### src/rtl/qspi_rx_fifo.sv
// Receive FIFO between the QSPI shift register and firmware: first-word fall-through
// queue with valid/ready drain, occupancy level, almost-full threshold, sticky overflow and flush.
module qspi_rx_fifo #(
    parameter int DATA_BITS = 32,
    parameter int DEPTH     = 8,
    parameter int AF_LEVEL  = 6,
    parameter int LVL_BITS  = $clog2(DEPTH) + 1
) (
    input  logic                 clk,
    input  logic                 reset_n,
    input  logic                 enable,
    input  logic [DATA_BITS-1:0] data_in,
    input  logic                 data_ready,
    input  logic                 flush,
    input  logic                 overflow_clr,
    output logic [DATA_BITS-1:0] rx_data,
    output logic                 data_valid,
    output logic [LVL_BITS-1:0]  level,
    output logic                 almost_full,
    output logic                 overflow
);

    localparam int PTR_BITS = $clog2(DEPTH);

    logic [DATA_BITS-1:0] mem_r [DEPTH];
    logic [PTR_BITS-1:0]  wr_ptr_r;
    logic [PTR_BITS-1:0]  rd_ptr_r;
    logic [LVL_BITS-1:0]  level_r;
    logic                 overflow_r;

    logic pop_s;
    logic push_s;
    logic drop_s;
    logic full_s;

    // Handshake decode; a pop frees a slot so a push into a full queue is still accepted.
    always_comb begin
        full_s = (level_r == LVL_BITS'(DEPTH));
        if (flush) begin
            pop_s  = 1'b0;
            push_s = 1'b0;
            drop_s = 1'b0;
        end else begin
            pop_s  = (level_r != {LVL_BITS{1'b0}}) && data_ready;
            push_s = enable && (!full_s || pop_s);
            drop_s = enable && !push_s;
        end
    end

    // Storage array, intentionally without reset.
    always_ff @(posedge clk) begin
        if (push_s) begin
            mem_r[wr_ptr_r] <= data_in;
        end
    end

    // Pointers, occupancy and sticky overflow; flush clears the queue but never the overflow flag.
    always_ff @(posedge clk or negedge reset_n) begin
        if (!reset_n) begin
            wr_ptr_r   <= {PTR_BITS{1'b0}};
            rd_ptr_r   <= {PTR_BITS{1'b0}};
            level_r    <= {LVL_BITS{1'b0}};
            overflow_r <= 1'b0;
        end else begin
            if (flush) begin
                wr_ptr_r <= {PTR_BITS{1'b0}};
                rd_ptr_r <= {PTR_BITS{1'b0}};
                level_r  <= {LVL_BITS{1'b0}};
            end else begin
                if (push_s) begin
                    wr_ptr_r <= wr_ptr_r + PTR_BITS'(1);
                end else begin
                    wr_ptr_r <= wr_ptr_r;
                end
                if (pop_s) begin
                    rd_ptr_r <= rd_ptr_r + PTR_BITS'(1);
                end else begin
                    rd_ptr_r <= rd_ptr_r;
                end
                case ({push_s, pop_s})
                    2'b10:   level_r <= level_r + LVL_BITS'(1);
                    2'b01:   level_r <= level_r - LVL_BITS'(1);
                    default: level_r <= level_r;
                endcase
            end
            if (drop_s) begin
                overflow_r <= 1'b1;
            end else if (overflow_clr) begin
                overflow_r <= 1'b0;
            end else begin
                overflow_r <= overflow_r;
            end
        end
    end

    // Outputs derived purely from registered state.
    always_comb begin
        data_valid  = (level_r != {LVL_BITS{1'b0}});
        level       = level_r;
        almost_full = (level_r >= LVL_BITS'(AF_LEVEL));
        overflow    = overflow_r;
        if (data_valid) begin
            rx_data = mem_r[rd_ptr_r];
        end else begin
            rx_data = {DATA_BITS{1'b0}};
        end
    end

endmodule

### config.mk
export PLATFORM = sky130hd
export DESIGN_NAME = qspi_rx_fifo
export DESIGN_NICKNAME = d
export VERILOG_FILES = /design/src/rtl/qspi_rx_fifo.sv
export SDC_FILE = /design/constraint.sdc
export NUM_CORES = 1
export LEC_CHECK = 0
export ABC_AREA = 1
export CORE_UTILIZATION = 56
export CTS_CLUSTER_SIZE = 12
export DETAILED_ROUTE_END_ITERATION = 6
export PLACE_DENSITY = 0.86
export REMOVE_ABC_BUFFERS = 1
export SETUP_SLACK_MARGIN = 0.4
export SLEW_MARGIN = 15
export SYNTH_ARGS = -nofsm -noshare
export SYNTH_HDL_FRONTEND = slang
export SYNTH_SLANG_ARGS = --single-unit
### constraint.sdc
create_clock -name clk -period 3.6 [get_ports clk]
set_input_delay 0.72 -clock clk [delete_from_list [all_inputs] [get_ports clk]]
set_output_delay 0.72 -clock clk [all_outputs]
set_load 0.03 [all_outputs]
==> results.json <==
{
  "outcome": "finished clean",
  "place_hpwl_um": 13190,
  "fmax_mhz": 316.0,
  "core_um2": 18710,
  "portBuffers": 76,
  "hold_buffers": 0,
  "die-area_um2": 19640,
  "vias_per_cell": 6.194,
  "ys_seq_elements": 267,
  "worstRegToRegCells": 7,
  "worstPathCellList": "buf_4 > nor2_1 > o32ai_1 > nor2_1 > nor2_1 > clkdlybuf4s15_2",
  "placement_rows": 50,
  "worst_pin_slew_ns": 0.5621,
  "cp_max_fo": 24,
  "die_x_um": 140.1,
  "powerDensity_nw_per_um2": 735.6,
  "drcViolationCount": 0,
  "yosys.area.top_type": "edfxtp_1",
  "netlist.area_leader.share_pct": 71.94,
  "fp.dieH_um": 140.1,
  "crit_slowest_cell": "dfrtp_4",
  "first_iter_violations": 877,
  "cpMostUsedCell": "nor2_1",
  "hold_viol": 0,
  "yosys_warnings": 0,
  "post-route-min-period_ns": 3.164,
  "grt_pass1_vias": 7169,
  "cts_max_level": 1,
  "min_path_cells": 2,
  "clockRootBuffer": "clkbuf_16",
  "peakVddDrop_uv": 547.6,
  "fillers": 1143,
  "wl_um": 24720,
  "yosysSeqAreaShare_pct": 74.52,
  "placed_cell_area_um2": 11870,
  "setup_violations": 0,
  "drive_above_1_share_pct": 10.78,
  "overflow": 0,
  "total_power_mw": 9.331,
  "routed-via-count": 7204,
  "rsz0062_at_grt": "no",
  "insertion_delay_ns": 0.53,
  "setup_tns_ns": 0,
  "yosys-top-cells-area": "edfxtp_1, nor2_1, o32ai_1, o21ai_0, dfrtp_1",
  "cts_made_buffers": 27,
  "cts_tree": "yes",
  "synth.most_common_cell": "nor2_1",
  "syn_inst": 822,
  "reg2reg_slack_ns": 1.37,
  "ys_top_cells_by_count": "nor2_1, edfxtp_1, o21ai_0",
  "start_util_pct": 57.12,
  "startpoint_type": "flop",
  "antenna_found_initial": 1,
  "reg2reg_to": "mem_r[3][3]$_DFFE_PP_",
  "synth.cell_area_um2": 10690,
  "finalCritPeriodShare_pct": 87.90,
  "gp_congestion": 0.7440,
  "grt_pass1_wl_um": 37850,
  "critPathLaunch": "rd_ptr_r[0]$_DFFE_PN0P_",
  "postRouteAntennaNets": 0,
  "syn_avg_cell_area_um2": 13.00,
  "dr.pass1.iters": 7,
  "detail_route.wl_per_cell_um": 21.26,
  "worst_clock_skew_ns": 0.01270,
  "track_usage_pct": 25.26,
  "async_reset_ff_share_pct": 4.120,
  "grt_max_degree": 53,
  "slew_headroom_pct": 62.41,
  "nNetsFinal": 950,
  "cts.sinks": 267,
  "report.final.slew_viol_count": 0,
  "min_to": "overflow$_DFFE_PN0P_",
  "final_util_pct": 67.81,
  "cp.arrival_ns": 2.44,
  "top_level_ports": 77,
  "cp-end-kind": "output port",
  "clockBufferDepth": 3,
  "maxCapViolations": 0,
  "yosysUniqueCellTypes": 25,
  "worstHoldPathType": "reg -> reg",
  "r2r-start": "level[0]$_DFFE_PN0P_",
  "area_delta_synth_final_pct": 18.71,
  "fin_area_um2": 12680,
  "synthFlopType": "edfxtp_1",
  "hold_start": "overflow$_DFFE_PN0P_",
  "clk_pin_slew_ns": 0.06,
  "critPathRequiredTime_ns": 2.88,
  "crit_path_max_incr_delay_ns": 0.52,
  "p_leak_nw": 4.320,
  "crit_type": "reg -> out",
  "synth_edf_count": 256
}
power breakdown:
part | total, mW | switching [mW] | internal, mW | leakage, nW
logic | 3.24 | 2.14 | 1.09 | 1.49
clock network | 2.52 | 1.08 | 1.44 | 0.376
registers | 3.57 | 0.0766 | 3.50 | 2.46
how the worst max path moves through the flow:
| stage | end | slack (ns) | cells past startpoint |
|---|---|---|---|
| finish | rx_data[9] | 0.44 | 6 |
| detailed placement | rx_data[10] | 0.52 | 6 |
| floorplan | rx_data[0] | -1.20 | 5 |
| CTS | rx_data[10] | 0.29 | 7 |
| global placement | rx_data[10] | 0.63 | 7 |
| global route | rx_data[9] | 0.32 | 6 |
cell usage in the layout (no fill, tap or decap), types with 2 or more instances in the layout:
master,instances
a21oi_1,4
buf_12,11
buf_2,2
buf_4,19
buf_6,2
clkbuf_1,18
clkbuf_16,28
clkbuf_2,11
clkbuf_8,2
clkdlybuf4s15_1,3
clkdlybuf4s15_2,5
clkdlybuf4s50_1,44
dfrtp_1,9
dfrtp_4,2
dlygate4sd2_1,9
edfxtp_1,256
ha_1,4
inv_1,17
inv_2,2
nand2_1,19
nand3_1,9
nor2_1,261
nor2_4,8
o21ai_0,79
o21ai_1,25
o32ai_1,65
xor2_1,2
per-stage QoR:
step,hold slack (ns),worst slack [ns],std cells
2_1_floorplan,0.4244,-1.203,770
3_3_place_gp,0.5292,0.6268,1108
3_5_place_dp,0.5229,0.5246,1108
4_1_cts,0.5448,0.2867,1159
5_1_grt,0.5791,0.3221,1163
6_report,0.5322,0.4356,1163
layout make-up:
cell class | count | area, µm² | share of cell area (%)
Sequential cell | 267 | 7970 | 62.83
Inverter | 20 | 80.08 | 0.6313
Antenna cell | 1 | 2.502 | 0.01973
Multi-Input combinational cell | 483 | 2430 | 19.16
Timing Repair Buffer | 109 | 1124 | 8.858
Clock buffer | 47 | 770.7 | 6.076
Tap cell | 234 | 292.8 | 2.308
Clock inverter | 2 | 15.01 | 0.1184
sequential cells by signal, indices dropped and copies added, names as in the netlist:
register	count
mem_r	256
overflow	1
wr_ptr_r	3
rd_ptr_r	3
level	4
logic make-up after synthesis:
logic type / count (synthesis) / share of synthesized area, %
AOI/OAI and AO/OA: 176 / 10.60
xor gates and xnor gates: 2 / 0.1640
adders and majority gates: 4 / 0.4684
buffers and inverters: 72 / 3.349
DFF: 267 / 74.52
and+or+nand+nor: 301 / 10.90
routing by layer:
layer | vias up | track usage (%) | share of wire, %
met1 | 3517 | 34.97 | 40
met3 | 72 | 3.863 | 9.3
met2 | 431 | 40.42 | 48
met4 | 0 | 10.58 | 3.4
li1 | 3184 | - | -
met5 | - | 0 | 0
timing repair:
| action | 4_1_cts | 5_1_grt |
|---|---|---|
| setup endpoints to repair | 31 | 26 |
| buffers inserted | 1 | 2 |
| resized for setup | 58 | 24 |
| gates cloned | 1 | 1 |
worst max-delay path: cells and delay by family, from the launching register on:
family | cells | cell delay, ns
AOI/OAI and AO/OA | 1 | 0.35
DFF | 1 | 0.52
and+or+nand+nor | 3 | 0.40
buffers and inverters | 2 | 0.63
(Power assumes the default switching activity.)
